$ cat src/rtl/pq_sorted_array.sv
// pq_sorted_array: sorted-array priority queue with slot 0 as head; each accepted request takes one UPDATE cycle.
// Define PQ_DROP_EN to let an enq on a full queue discard the lowest-priority entry instead of being rejected.

package pq_pkg;
    localparam int KEY_WIDTH = 8;
    localparam int VAL_WIDTH = 8;

    typedef enum logic {
        IDLE   = 1'b0,
        UPDATE = 1'b1
    } state_e;
endpackage

module pq_sorted_array #(
    parameter int KEY_WIDTH = pq_pkg::KEY_WIDTH,
    parameter int VAL_WIDTH = pq_pkg::VAL_WIDTH,
    parameter int DEPTH     = 8,
    parameter int MIN_FIRST = 1,
    localparam int KVW      = KEY_WIDTH + VAL_WIDTH,
    localparam int CW       = $clog2(DEPTH + 1)
) (
    input  logic           clk,
    input  logic           rst,
    input  logic           enq,
    input  logic           deq,
    input  logic [KVW-1:0] kvi,
    output logic [KVW-1:0] kvo,
    output logic           ovalid,
    output logic           busy,
    output logic           empty,
    output logic           full,
    output logic [CW-1:0]  count,
    output logic           drop
);
    import pq_pkg::*;

    state_e               state_q, state_d;
    logic [KVW-1:0]       slot_q [DEPTH];
    logic [KVW-1:0]       slot_d [DEPTH];
    logic [CW-1:0]        count_q, count_d;
    logic                 op_enq_q, op_deq_q;
    logic [KVW-1:0]       op_kv_q;

    logic                 do_deq, do_enq, accept;
    logic [KVW-1:0]       base [DEPTH];
    logic [CW-1:0]        base_count;
    logic [DEPTH-1:0]     ahead;
    logic [KEY_WIDTH-1:0] new_key;

    // Ties return true so an existing equal key stays ahead of the newcomer (FIFO among equals).
    function automatic logic goes_before(input logic [KEY_WIDTH-1:0] a,
                                         input logic [KEY_WIDTH-1:0] b);
        if (MIN_FIRST != 0) return a <= b;
        else                return a >= b;
    endfunction

    assign empty  = (count_q == '0);
    assign full   = (count_q == CW'(DEPTH));
    assign do_deq = deq && !empty;
`ifdef PQ_DROP_EN
    assign do_enq = enq;
`else
    assign do_enq = enq && (!full || do_deq);
`endif
    assign accept = (state_q == IDLE) && (do_deq || do_enq);

    always_ff @(posedge clk or negedge rst) begin
        if (!rst) state_q <= IDLE;
        else      state_q <= state_d;
    end

    always_comb begin
        // NOTE: every combinational output gets a default first, so no path leaves it unassigned (no latch).
        state_d = state_q;
        case (state_q)
            IDLE:    if (accept) state_d = UPDATE;
            UPDATE:  state_d = IDLE;
            default: state_d = IDLE;
        endcase
    end

    always_comb begin
        busy = (state_q == UPDATE);
    end

    // The request is latched at acceptance; the sorted array is rewritten from it one edge later.
    always_ff @(posedge clk or negedge rst) begin
        if (!rst) begin
            // NOTE: sequential state uses non-blocking assignments so every flop samples pre-edge values.
            op_enq_q <= 1'b0;
            op_deq_q <= 1'b0;
            op_kv_q  <= '0;
        end else if (accept) begin
            op_enq_q <= do_enq;
            op_deq_q <= do_deq;
            op_kv_q  <= kvi;
        end
    end

    assign new_key    = op_kv_q[KVW-1:VAL_WIDTH];
    assign base_count = count_q - CW'(op_deq_q);

    // Head removal shifts everything up one slot; vacated slots are kept at zero.
    always_comb begin
        for (int i = 0; i < DEPTH - 1; i++) begin
            base[i] = op_deq_q ? slot_q[i+1] : slot_q[i];
        end
        base[DEPTH-1] = op_deq_q ? '0 : slot_q[DEPTH-1];
    end

    // The array is sorted, so ahead[] is a run of ones followed by zeros; the first zero is the insert slot.
    always_comb begin
        ahead = '0;
        for (int i = 0; i < DEPTH; i++) begin
            ahead[i] = (CW'(i) < base_count) && goes_before(base[i][KVW-1:VAL_WIDTH], new_key);
        end
    end

    always_comb begin
        for (int i = 0; i < DEPTH; i++) begin
            slot_d[i] = slot_q[i];
        end
        count_d = count_q;
        if (state_q == UPDATE) begin
            if (!op_enq_q) begin
                for (int i = 0; i < DEPTH; i++) begin
                    slot_d[i] = base[i];
                end
                count_d = base_count;
            end else begin
                // On a full array the entry pushed past the last slot falls off: the old tail or kvi itself.
                slot_d[0] = ahead[0] ? base[0] : op_kv_q;
                for (int i = 1; i < DEPTH; i++) begin
                    if (ahead[i])        slot_d[i] = base[i];
                    else if (ahead[i-1]) slot_d[i] = op_kv_q;
                    else                 slot_d[i] = base[i-1];
                end
                count_d = (base_count == CW'(DEPTH)) ? base_count : base_count + CW'(1);
            end
        end
    end

    always_ff @(posedge clk or negedge rst) begin
        if (!rst) begin
            // NOTE: the slot array is a flop-based register file, so it is cleared by reset like any other state.
            for (int i = 0; i < DEPTH; i++) begin
                slot_q[i] <= '0;
            end
            count_q <= '0;
        end else begin
            for (int i = 0; i < DEPTH; i++) begin
                slot_q[i] <= slot_d[i];
            end
            count_q <= count_d;
        end
    end

`ifdef PQ_DROP_EN
    logic drop_q, drop_d;

    assign drop_d = (state_q == UPDATE) && op_enq_q && (base_count == CW'(DEPTH));

    always_ff @(posedge clk or negedge rst) begin
        if (!rst) drop_q <= 1'b0;
        else      drop_q <= drop_d;
    end

    assign drop = drop_q;
`else
    assign drop = 1'b0;
`endif

    assign kvo    = slot_q[0];
    assign ovalid = !empty;
    assign count  = count_q;

endmodule

$ cat config.mk
export PLATFORM = sky130hd
export DESIGN_NAME = pq_sorted_array
export DESIGN_NICKNAME = d
export VERILOG_FILES = /design/src/rtl/pq_sorted_array.sv
export SDC_FILE = /design/constraint.sdc
export NUM_CORES = 1
export LEC_CHECK = 0
export CORE_ASPECT_RATIO = 0.9
export CORE_MARGIN = 1
export CORE_UTILIZATION = 30
export CTS_CLUSTER_SIZE = 14
export DETAILED_ROUTE_END_ITERATION = 16
export GPL_TIMING_DRIVEN = 0
export SLEW_MARGIN = 30
export SYNTH_ARGS = -nofsm -noshare
export SYNTH_HDL_FRONTEND = slang
export SYNTH_SLANG_ARGS = --single-unit
$ cat constraint.sdc
create_clock -name clk -period 4.3 [get_ports clk]
set_input_delay 1.075 -clock clk [delete_from_list [all_inputs] [get_ports clk]]
set_output_delay 1.075 -clock clk [all_outputs]
set_load 0.05 [all_outputs]
# After elaboration in Yosys (flattened, before gate mapping)
# Index checks and enable logic that the tools add are counted.
# word_totals
register_bits,151
word_cells,78
# op_classes
n_addsub,2
n_bitwise,1
n_eq_ne,2
reduce_logical,16
n_lt_le_gt_ge,16
muxes,28
# op_table
cell,count
$mux W16,23
$mux W128,1
$le A8 B8 Y1,8
$lt A3 B4 Y1 const A,4
$logic_and A1 B1 Y1,11
$eq A4 B4 Y1 const B,2
$lt A1 B4 Y1 const A,2
$lt A2 B4 Y1 const A,2
$mux W4,2
$add A4 B1 Y4 const B,1
$logic_not A4 Y1,1
$sub A4 B1 Y4,1
$logic_not A1 Y1,2
$logic_or A1 B1 Y1,2
$pmux W1 S2,1
$mux W1,1
$not A1 Y1,1

# Longest topological paths before layout
# logic_depth
depth_word,9
ltp_mapped,14
ltp_nobuf,10

# Worst setup path before layout
# Ideal clock, no wire load.
# synth_timing
path_type,flip-flop to flip-flop
start,reg op_deq_q
end,reg slot_q[92] (netlist name)
arrival_ns,3.406
t_required_ns,4.174
synth_period_minus_slack_ns,3.532
path_stages_with_launch,14
path_buffers,5
path_slack_ns,0.768
cell_sequence,dfrtp_1 clkbuf_1 buf_1 buf_1 mux2_2 ha_1 nand4_1 nor2_1 a21oi_1 or3_1 buf_2 buf_2 mux2i_1 a221o_1
# synth_via
elab_chain_len,6
elab_cells_between_ends,12
# synth_lines
item,line_no,source
start: declaration,41,"logic op_enq_q, op_deq_q;"
start signal: assignment,95,op_deq_q <= do_deq;
$sub A4 B1 Y4 / $mux W16 (equally long branches),"101, 106",
$lt A1 B4 Y1 / $le A8 B8 Y1 (equally long branches),"115, 53",
$logic_and A1 B1 Y1,115,"ahead[i] = (CW'(i) < base_count) && goes_before(base[i][KVW-1:VAL_WIDTH], new_key);"
$mux W16,135,else if (ahead[i-1]) slot_d[i] = op_kv_q;
$mux W16,134,if (ahead[i]) slot_d[i] = base[i];
$mux W128 *,125,if (!op_enq_q) begin
end signal: indexed assignment,152,slot_q[i] <= slot_d[i];
end: declaration,38,logic [KVW-1:0] slot_q [DEPTH];
# Every way passes the cells marked *; elsewhere a longest branch is shown, timed or not.
# A chain may end at the register's enable or synchronous reset.

# Worst setup path after layout
# layout_timing
start,reg op_deq_q
end,"reg slot_q, in the netlist kvo[7]"
# layout_via
elab_chain_len,5
elab_cells_between_ends,7
# layout_lines
item,line_no,source
$sub A4 B1 Y4 / $mux W16 (equally long branches),"101, 106",
$lt A1 B4 Y1 / $le A8 B8 Y1 (equally long branches),"115, 53",
$logic_and A1 B1 Y1,115,
$mux W16,132,slot_d[0] = ahead[0] ? base[0] : op_kv_q;
$mux W128 *,125,
# Marked as above.

==> results.cfg <==
[yosys]
ys_types = 73
synth_xor_area_share_pct = 0.314
yosys.area_share.simple_pct = 12.2
synth_top_family_by_area = compound AO/OA/AOI/OAI gates
postSynthAreaPerCell_um2 = 9.43
synth_compound_area_share_pct = 19.5
synth-main-ff-cell = dfrtp_1
yosysTopAreaCellShare_pct = 33.9
synth_fa_ha_area_share_pct = 7.62
synthMuxAreaShare_pct = 19.1
syn_area_um2 = 11200
ys_warn_count = 0
synth_edf_count = 0
seq_area_frac_synth_pct = 33.9
synth_fp_nets = 1271
async_flop_share_pct = 100
synth_common_cells = dfrtp_1, mux2i_1, nand2_1
synth_most_common_cell = dfrtp_1
synth_top_area_cell = dfrtp_1
ys_ff_latch = 151
synthTopCellsByArea = dfrtp_1, mux2i_1, ha_1, mux2_2, nand2_1
synth_cells = 1183

[worst_setup_path]
critPathLaunchType = flop
worstSetupEndpointType = flop
cp_max_fo = 10
required_ps = 4590
ff2ff_path_depth = 13
rrSetupSlack_ps = 180
cp_data_arrival_time_ps = 4420
critical_path_class = flop to flop

[drt]
drtPass1Iterations = 7
drc = 0
num_vias = 9266
wire_per_inst_um = 19.7
routed_wl_um = 34100
via_per_inst = 5.34
dr.first_iter.drc_count = 838
drtAntennaViolNets = 0

[finish]
fin_nets = 1334
diodes = 0
area_delta_synth_final_pct = 15.4
fillers = 3727
drive_gt1_share_pct = 15.1
final_area_um2 = 12900
utilization_pct = 35.4
final_cells = 1735

[sta]
drv_slew = 0
max_clock_freq_mhz = 243
hold_violations = 0
worst_slew_pin_slew_ps = 1020
tns_ps = 0
min_period_ps = 4120
period_share_pct = 95.8
rsz0062_at_grt = no
slew_headroom_pct = 31.9
clock-skew-final_ps = 13.5
finalSetupViolations = 0

[placed_design]
place_inst = 1703
dp_hpwl_um = 26400
gp_congestion = 0.906
dpl-instance-area_um2 = 12200
portBuffers = 43

[clocking]
h-tree-depth = 4
clkSinkCount = 151
cts_tree = yes
cts_made_buffers = 17
cts_root_buf = clkbuf_16
clockBufferDepth = 2
ctsHoldBuffers = 0
cts.clk_slew.worst_paths_ps = 60
insertion_delay_ps = 440

[die]
io_pins = 45
die-area_um2 = 38000
initial_core_util_pct = 30.6
core_area_um2 = 36400
rows = 66
die_w_um = 205
dieHeight_um = 185

[run_status]
status = finished, final reports clean

[grt]
grt_overflow = 0
grt_pass1_vias = 9258
antenna_found_initial = 0
track_usage_pct = 18.5
grt_max_degree = 82
grt_pass1_wl_um = 53800

[hold_path]
holdPathStages = 2
min_path_type = flop to flop

[job]
drv_cap = 0
[through the flow]
stage | hold slack, ps | setup slack, ps
after floorplan | 444 | 768
after global placement | 461 | -4470
after detailed placement | 469 | -605
after CTS | 488 | -22.0
after global routing | 526 | 7.71
final | 485 | 178
[critical path, stage by stage, from the launching register on]
cell       delay (ps)
dfrtp_1           430
clkbuf_2          250
clkbuf_4          310
buf_1             570
o21ai_0           310
ha_1              360
nor2b_1           140
o211ai_1          100
a211oi_1          580
o31a_1            190
buf_2             200
buf_4             230
mux2i_1           230
a2bb2oi_1          90
[logic make-up after synthesis]
kind of cell,Yosys count
and+or+nand+nor,277
xor gates and xnor gates,4
other,1
buffers and inverters,178
muxes,205
DFF,151
AOI/OAI and AO/OA,299
adders and majority gates,68
[layout make-up]
| class | instances | area [um2] | area share (%) |
|---|---|---|---|
| clock inverter | 12 | 163 | 1.26 |
| clock buffer | 20 | 447 | 3.47 |
| timing repair buffer | 44 | 463 | 3.59 |
| tap | 476 | 596 | 4.62 |
| multi-input combinational | 854 | 6580 | 51.1 |
| buffer | 104 | 578 | 4.49 |
| inverter | 74 | 278 | 2.16 |
| sequential | 151 | 3780 | 29.3 |
[final timing paths]
check / startpoint / to
max: op_deq_q / kvo[7]
min: slot_q[1] / slot_q[1]
max reg2reg: op_deq_q / kvo[7]
min reg2reg: slot_q[1] / slot_q[1]
max in group asynchronous: rst / slot_q[7]
min in group asynchronous: rst / slot_q[107]
[metal layers]
metal	vias to the layer above	track usage [%]	wire length [um]
li1	4475	-	-
met1	4478	26.5	16800
met2	281	29.2	15200
met3	32	2.50	1730
met4	0	4.50	381
met5	-	0	0
[registers in the layout (all words and copies together) (netlist names)]
signal	cells
slot_q	112
busy	1
count	4
kvo	16
op_enq_q	1
op_deq_q	1
op_kv_q	16
[timing repair]
item / CTS / global route
resized for setup: 15 / 10
endpoints found under the setup margin: 128 / 112
setup buffers: 0 / 0
hold endpoints to repair: 0 / 0
[cells in the final DEF (no fill, tap or decap), drive strengths merged, types with 6 or more instances in the layout]
cell type | Yosys | final
nor2b | 32 | 32
mux2 | 62 | 62
o31ai | 6 | 6
nand2b | 9 | 9
a221oi | 8 | 8
o21ai | 78 | 78
o221a | 8 | 8
nand2 | 122 | 122
nor2 | 33 | 33
a221o | 14 | 14
buf | 65 | 62
a211oi | 27 | 27
o21a | 13 | 13
a21oi | 45 | 45
inv | 73 | 78
o211ai | 12 | 12
ha | 68 | 68
nand3 | 31 | 31
dfrtp | 151 | 151
o221ai | 51 | 51
clkbuf | 39 | 63
clkdlybuf4s50 | 0 | 42
nor3 | 15 | 15
a22oi | 7 | 7
nand4 | 15 | 15
mux2i | 143 | 143
a2bb2oi | 8 | 8
Power is left out: the tool's default activity adds up to more than one toggle a clock period on the data nets, which glitch-free logic cannot reach.
==> patch, RTL diff (same flow settings) <==
Add a define of `PQ_DROP_EN`.
--- a/src/rtl/pq_sorted_array.sv
+++ b/src/rtl/pq_sorted_array.sv
@@ -2,2 +2,4 @@
 // Define PQ_DROP_EN to let an enq on a full queue discard the lowest-priority entry instead of being rejected.
+
+`define PQ_DROP_EN
 
Behaviour: no difference found for any inputs over 4 cycles, from zero or initial values and one cycle with rst low; that may be too few to reach the edited logic, so the function may still have changed.
==> patch against the unedited design <==
Area after synthesis up 0.41%; sequential share of layout area about the same; worst setup slack worse by 41 ps; via count up 5.1%; wire length up 5.2%; synthesized cell count down 1.1%; non-clock buffer count down 4; sequential cell count up 1; cell area up 0.72%; maximum frequency down 0.98%; die area up 0.41%; critical endpoint is now kvo[5]$_DFFE_PN0P_.
==> patch: results (changes against the unedited design) <==
metric	value	unit	change
status	finished, final reports clean		
final worst slack	138	ps	-40.6 ps
DR WL met2	15600	µm	+2.5%
Syn Area/Cell	9.58	µm²	+1.5%
post-synthesis xor/xnor area fraction	0.469	%	+0.16 points
GR Layer Usage met3	4.47	%	+2.0 points
ranking of synthesized cells by area	dfrtp_1 34%, mux2_2 10%, mux2i_1 9.5%		
Post-Synth Adder-Cell Area	7.59	%	-0.031 points
Crit path arrival time	4450	ps	+30 ps
placed cell count	1692		-0.65%
DRT Pass-1 Iters	6		-1
syn_nets	1258		-1.0%
sequential share of cell area	29.3	%	about the same
Commonest cells post-synth	152 x dfrtp_1, 106 x mux2i_1, 100 x mux2_2		
Seq/Total Area, Yosys	33.9	%	+0.083 points
vias in the first global route	9803		+5.9%
CP peak stage delay	430	ps	-150 ps
Signal buf overhead	7.82	%	-0.26 points
Synth cell types	67		-8.2%
mux cell area share after synthesis	19.5	%	+0.43 points
worst r2r path cells	14		+1
dpl ws	-969	ps	-364 ps
ClkCell Share	4.44	%	-0.29 points
GR Util met2	29.7	%	+0.49 points
Port-buffer cells	44		+2.3%
Max-slew headroom	35.6	%	+3.7 points
Post-Route M1 WL	17000	µm	+1.0%
Synth Area in Compound Gates	20.9	%	+1.4 points
reg2reg end	kvo[5]$_DFFE_PN0P_		
Layout fillers	3729		+0.054%
area taken by multi-input logic gates	6790	µm²	+3.3%
inverter count	51		-31%
number of buffers outside the clock class in the layout	144		-2.7%
# clk buffers	19		-5.0%
Hold Path Class	in -> async		
Worst setup endpoint	kvo[5]$_DFFE_PN0P_		
Max stage delay cell, worst path	a31oi_4		
clock skew	14.7	ps	+1.22 ps
Total Routing Usage GR	19.5	%	+1.1 points
Placed Area	12300	µm²	+0.73%
post-cts resize count	11		-4
## patch: changes by cell type in the layout (fill, tap and decap cells not counted), sizes merged, moves of 16 or more
cell | unedited run | this run
nand3 | 31 | 15
o221ai | 51 | 21
a221o | 14 | 34
mux2 | 62 | 100
mux2i | 143 | 106
buf | 62 | 44
inv | 78 | 56
nand2 | 122 | 99
## patch: how the worst min path moves through the flow
stage	to	slack [ps]	startpoint	depth (start not counted)
global placement	slot_q[2]$_DFFE_PN0P_	480	slot_q[2]$_DFFE_PN0P_	1
global route	op_kv_q[11]$_DFFE_PN0P_	520	rst	1
floorplan	slot_q[10]$_DFFE_PN0P_	460	slot_q[10]$_DFFE_PN0P_	1
CTS	slot_q[6]$_DFFE_PN0P_	510	slot_q[6]$_DFFE_PN0P_	1
detailed placement	slot_q[6]$_DFFE_PN0P_	490	slot_q[6]$_DFFE_PN0P_	1
finish	op_kv_q[11]$_DFFE_PN0P_	510	rst	1
